===== src/rtl/serial_subtractor.sv =====
// Bit-serial ripple subtractor: computes a - b - bin one bit per clock,
// LSB first, with a single full-subtractor cell and a registered borrow.
// A start/busy/done handshake lets a controller issue operations
// back-to-back; diff and bout change only when an operation completes.
module serial_subtractor #(
    parameter int WIDTH = 8
) (
    input  logic             clk,
    input  logic             rst_n,
    input  logic             start,
    input  logic [WIDTH-1:0] a,
    input  logic [WIDTH-1:0] b,
    input  logic             bin,
    output logic [WIDTH-1:0] diff,
    output logic             bout,
    output logic             busy,
    output logic             done
);

    // Counter only needs to reach WIDTH-1; guard the WIDTH=1 corner of clog2.
    localparam int CW = (WIDTH > 2) ? $clog2(WIDTH) : 1;
    localparam logic [CW-1:0] LAST_BIT = CW'(WIDTH - 1);

    typedef enum logic [0:0] {
        IDLE = 1'b0,
        RUN  = 1'b1
    } state_t;

    state_t           state_r, state_s;
    logic [WIDTH-1:0] a_sh_r, a_sh_s;
    logic [WIDTH-1:0] b_sh_r, b_sh_s;
    logic [WIDTH-1:0] res_r, res_s;
    logic [WIDTH-1:0] diff_r, diff_s;
    logic             brw_r, brw_s;
    logic [CW-1:0]    cnt_r, cnt_s;
    logic             bout_r, bout_s;
    logic             busy_r, busy_s;
    logic             done_r, done_s;
    logic [1:0]       cell_s;
    logic [WIDTH-1:0] res_next_s;

    // One full-subtractor cell: returns {borrow_out, difference_bit}.
    function automatic logic [1:0] full_sub(input logic x, input logic y, input logic bi);
        logic d;
        logic bo;
        d  = x ^ y ^ bi;
        bo = (~x & y) | (~(x ^ y) & bi);
        return {bo, d};
    endfunction

    assign diff = diff_r;
    assign bout = bout_r;
    assign busy = busy_r;
    assign done = done_r;

    // Next-state and datapath logic; every register holds unless told otherwise.
    always_comb begin
        state_s    = state_r;
        a_sh_s     = a_sh_r;
        b_sh_s     = b_sh_r;
        res_s      = res_r;
        diff_s     = diff_r;
        brw_s      = brw_r;
        cnt_s      = cnt_r;
        bout_s     = bout_r;
        busy_s     = busy_r;
        done_s     = 1'b0;
        cell_s     = full_sub(a_sh_r[0], b_sh_r[0], brw_r);
        res_next_s = {cell_s[0], res_r[WIDTH-1:1]};
        case (state_r)
            IDLE: begin
                if (start) begin
                    a_sh_s  = a;
                    b_sh_s  = b;
                    brw_s   = bin;
                    cnt_s   = {CW{1'b0}};
                    res_s   = {WIDTH{1'b0}};
                    busy_s  = 1'b1;
                    state_s = RUN;
                end else begin
                    busy_s  = 1'b0;
                end
            end
            RUN: begin
                a_sh_s = {1'b0, a_sh_r[WIDTH-1:1]};
                b_sh_s = {1'b0, b_sh_r[WIDTH-1:1]};
                res_s  = res_next_s;
                brw_s  = cell_s[1];
                if (cnt_r == LAST_BIT) begin
                    // Final bit: publish the whole result at once.
                    diff_s  = res_next_s;
                    bout_s  = cell_s[1];
                    done_s  = 1'b1;
                    busy_s  = 1'b0;
                    cnt_s   = {CW{1'b0}};
                    state_s = IDLE;
                end else begin
                    cnt_s   = cnt_r + CW'(1);
                    busy_s  = 1'b1;
                end
            end
            default: begin
                busy_s  = 1'b0;
                state_s = IDLE;
            end
        endcase
    end

    // State and datapath registers with synchronous active-low reset.
    always_ff @(posedge clk) begin
        if (!rst_n) begin
            state_r <= IDLE;
            a_sh_r  <= {WIDTH{1'b0}};
            b_sh_r  <= {WIDTH{1'b0}};
            res_r   <= {WIDTH{1'b0}};
            diff_r  <= {WIDTH{1'b0}};
            brw_r   <= 1'b0;
            cnt_r   <= {CW{1'b0}};
            bout_r  <= 1'b0;
            busy_r  <= 1'b0;
            done_r  <= 1'b0;
        end else begin
            state_r <= state_s;
            a_sh_r  <= a_sh_s;
            b_sh_r  <= b_sh_s;
            res_r   <= res_s;
            diff_r  <= diff_s;
            brw_r   <= brw_s;
            cnt_r   <= cnt_s;
            bout_r  <= bout_s;
            busy_r  <= busy_s;
            done_r  <= done_s;
        end
    end

endmodule

===== config.mk =====
export PLATFORM = sky130hd
export DESIGN_NAME = serial_subtractor
export DESIGN_NICKNAME = d
export VERILOG_FILES = /design/src/rtl/serial_subtractor.sv
export SDC_FILE = /design/constraint.sdc
export NUM_CORES = 1
export LEC_CHECK = 0
export BUFFER_PORTS_ARGS = -buffer_cell sky130_fd_sc_hd__buf_2
export CORE_MARGIN = 4
export CORE_UTILIZATION = 43
export DETAILED_ROUTE_END_ITERATION = 10
export PLACE_DENSITY_LB_ADDON = 0.2
export SYNTH_ARGS = -nofsm -noshare
export SYNTH_HDL_FRONTEND = slang
export SYNTH_SLANG_ARGS = --single-unit

===== constraint.sdc =====
create_clock -name clk -period 2.05 [get_ports clk]
set_input_delay 0.205 -clock clk [delete_from_list [all_inputs] [get_ports clk]]
set_output_delay 0.205 -clock clk [all_outputs]
set_load 0.01 [all_outputs]

==> metrics.md <==
| Metric | Value |
|---|---|
| Status | `complete, no violations` |
| R2R setup slack | `between 0.4 and 0.5 ns` |
| Final setup fails | `0` |
| Root buffer cell | `clkbuf_8` |
| Mapped Area | `roughly 1700 sq um` |
| Top post-synthesis cells by area | `dfxtp_1, mux2i_1, a211oi_1, a21oi_1, or3b_1` |
| Via Count | `1,263` |
| Placeable Area | `3716 sq um` |
| Setup crit end | `bout$_SDFFE_PN0P_` |
| Largest net degree at the start of global routing | `42` |
| Maxcap violations | `0` |
| Synth cell types | `23` |
| DP HPWL | `2307 microns` |
| Reg-to-reg critical path endpoint | `bout$_SDFFE_PN0P_` |
| Max-slew headroom | `56.01%` |
| Area Growth Syn to Fin | `15.79%` |
| Yosys top cell area share | `a little under half` |
| Placed insts | `238` |
| Worst EP required | `2.25 ns` |
| Layout cells sized above 1 | `between 20% and 30%` |
| Max Freq | `0.6422 GHz` |
| Hold Buf Count CTS | `0` |
| # diodes | `0` |
| Final non-filler cell total | `245` |
| Routed len/inst | `about 14 microns` |
| WL final | `3317 microns` |
| Peak supply drop | `0.4292 mV` |
| Worst Tran Pin Value | `between 0.6 and 0.7 ns` |
| Clk buf depth | `2` |
| CTS sink cnt | `38` |
| Die X | `70.65 microns` |
| H-tree depth | `2` |
| CP startpoint | `cnt_r[0]$_SDFFE_PN0P_` |
| Most common cell after layout, fill and taps aside | `dfxtp_1` |
| CP Max Fanout | `19` |
| Overall power | `1598 uW` |
| CP Class | `flip-flop to flip-flop` |
| Final Cell Area | `1954 sq um` |
| Layout fillers | `375` |
| Post-synth ARST share | `0%` |
| Final Max Tran Viols | `0` |
| Total GRT Usage | `14.02%` |
| Vias in the first global route | `1,249` |
| Hold crit path type | `input pin to flip-flop` |
| Worst path arrival time | `1.75 ns` |
| Min Clock Period, post-route | `around 1.6 ns` |
| Antenna violations before repair | `0` |
| Drt initial violations | `approximately 70` |
| R2R Path Start | `cnt_r[0]$_SDFFE_PN0P_` |
| Mapped Cells | `171` |
| Post-synth EDFFs | `0` |
| Syn Nets | `195` |
| Leakage power total | `0.0008254 uW` |
| Clk_skew | `between 0.008 and 0.009 ns` |
| Synth Flop Type | `dfxtp_1` |
| Setup bufs post-CTS | `0` |
| Starting Density | `45.42%` |
| Layout Nets | `221` |
| Post-DRT Antenna Nets | `0` |
| Syn avg cell area | `slightly below 10 sq um` |
| Synth area leader | `dfxtp_1` |
| Port buffer count | `30` |
| Syn. warnings | `0` |
| Hold WS | `0.1617 ns` |
| FP Rows | `22` |
| Final Hold Fails | `0` |
| Most frequent cells in the layout | `dfxtp_1, buf_2, a21oi_1` |
| Final GP Congestion | `just over 0.7` |
| Worst Setup End Kind | `flip-flop` |
| Boundary Pins | `31` |
| Grt ovf | `0` |
| DIE AREA | `~5000 sq um` |
| CP Launch Type | `flip-flop` |
| First-pass GRT wire length | `roughly 5700 microns` |
| Cell count of the worst reg-to-reg path | `4` |
| PostCTS Resize Cnt | `0` |
| Inserted Clock Buffers | `5` |
| Worst-path clk slew | `0.07 ns` |
| DRT Pass-1 Iters | `2` |
| Pwr dens | `around 820 nW/um^2` |
| Vias/cell | `5.155` |
| TritonCTS clock tree | `done` |
| Final TNS setup | `0 ns` |
| # DRC | `0` |
| RSZ-0062 raised after global routing | `no` |
| Clock latency on the worst-skew pair | `0.28 ns` |
| Seq/Total Area, Yosys | `a little under half` |
| Die height | `70.65 microns` |
| #FFs+latches synth | `38` |
| Final period util | `75.95%` |
| Cell Area, Placed | `1842 sq um` |
Yosys cell counts, types with 2 or more instances:
library cell   n
a21bo_2        8
buf_2          6
mux2i_1       17
nand2_1        9
nand3_1        8
clkbuf_1       4
buf_4          2
a21oi_1       20
nor2b_1       14
buf_6          2
nand2b_1       3
inv_1          3
dfxtp_1       38
nor2_1         2
a211oi_1      15
ha_1           3
or3b_1        11
power by group:
part | total (uW) | internal [uW] | switching [uW] | leakage (uW)
Sequential | 795 | 775 | 19.9 | 0.000311
Clock | 634 | 389 | 245 | 0.0000573
Combinational | 169 | 75.8 | 93.2 | 0.000458
Total | 1600 | 1240 | 358 | 0.000825
stage by stage:
stage | setup WS (ns) | utilization, %
final | 0.4929 | 52.59
after floorplan | 0.7197 | -
after global placement | 0.5633 | 49.56
after global routing | 0.4010 | 52.59
after CTS | 0.4789 | 52.59
after detailed placement | 0.4910 | 49.56
worst min-delay path by stage:
stage	start	to	slack, ns	depth (start not counted)
2_1_floorplan	a[7]	a_sh_r[7]$_SDFFE_PN0P_	0.35	2
3_5_place_dp	b[7]	b_sh_r[7]$_SDFFE_PN0P_	0.46	3
4_1_cts	b[7]	b_sh_r[7]$_SDFFE_PN0P_	0.16	3
6_report	b[7]	b_sh_r[7]$_SDFFE_PN0P_	0.16	3
3_3_place_gp	b[7]	b_sh_r[7]$_SDFFE_PN0P_	0.45	3
5_1_grt	b[7]	b_sh_r[7]$_SDFFE_PN0P_	0.17	3
worst max-delay path, cell delays in order, from the launching register on:
cell and delay [ns]:
dfxtp_1 0.35, ha_1 0.18, ha_1 0.56, a21oi_1 0.14, a311oi_1 0.24
sequential cells by signal, indices dropped and copies added (netlist names):
name    count
busy        1
a_sh_r      8
res_r       7
diff        8
cnt_r       3
b_sh_r      8
done        1
bout        1
brw_r       1
layer usage:
metal  up-vias  GRT usage [%]  routed length, microns
met5         -              0                       0
met4         0          4.593                      43
met3         4          4.688                     162
met2        21          23.39                    1680
met1       588          17.05                    1430
li1        650              -                       -
final cells by class:
class / count / area [sq um] / share of cell area [%]
Multi-Input combinational cell: 114 / 825.8 / 42.25
Sequential cell: 38 / 760.7 / 38.92
Timing Repair Buffer: 34 / 180.2 / 9.219
Clock buffer: 6 / 82.58 / 4.225
Tap cell: 48 / 60.06 / 3.073
Clock inverter: 1 / 30.03 / 1.536
Inverter: 4 / 15.01 / 0.7682
cell families (layout without fill, tap and decap cells):
logic type / count (synthesis) / count (layout) / share of synthesized area (%)
buf+inv: 19 / 45 / 6.003
mux: 17 / 17 / 10.08
compound gates: 44 / 44 / 17.87
simple gates: 49 / 49 / 17.57
flops: 38 / 38 / 45.07
fa+ha+maj: 4 / 4 / 3.410
No activity file was read; power rests on OpenSTA's default activity.
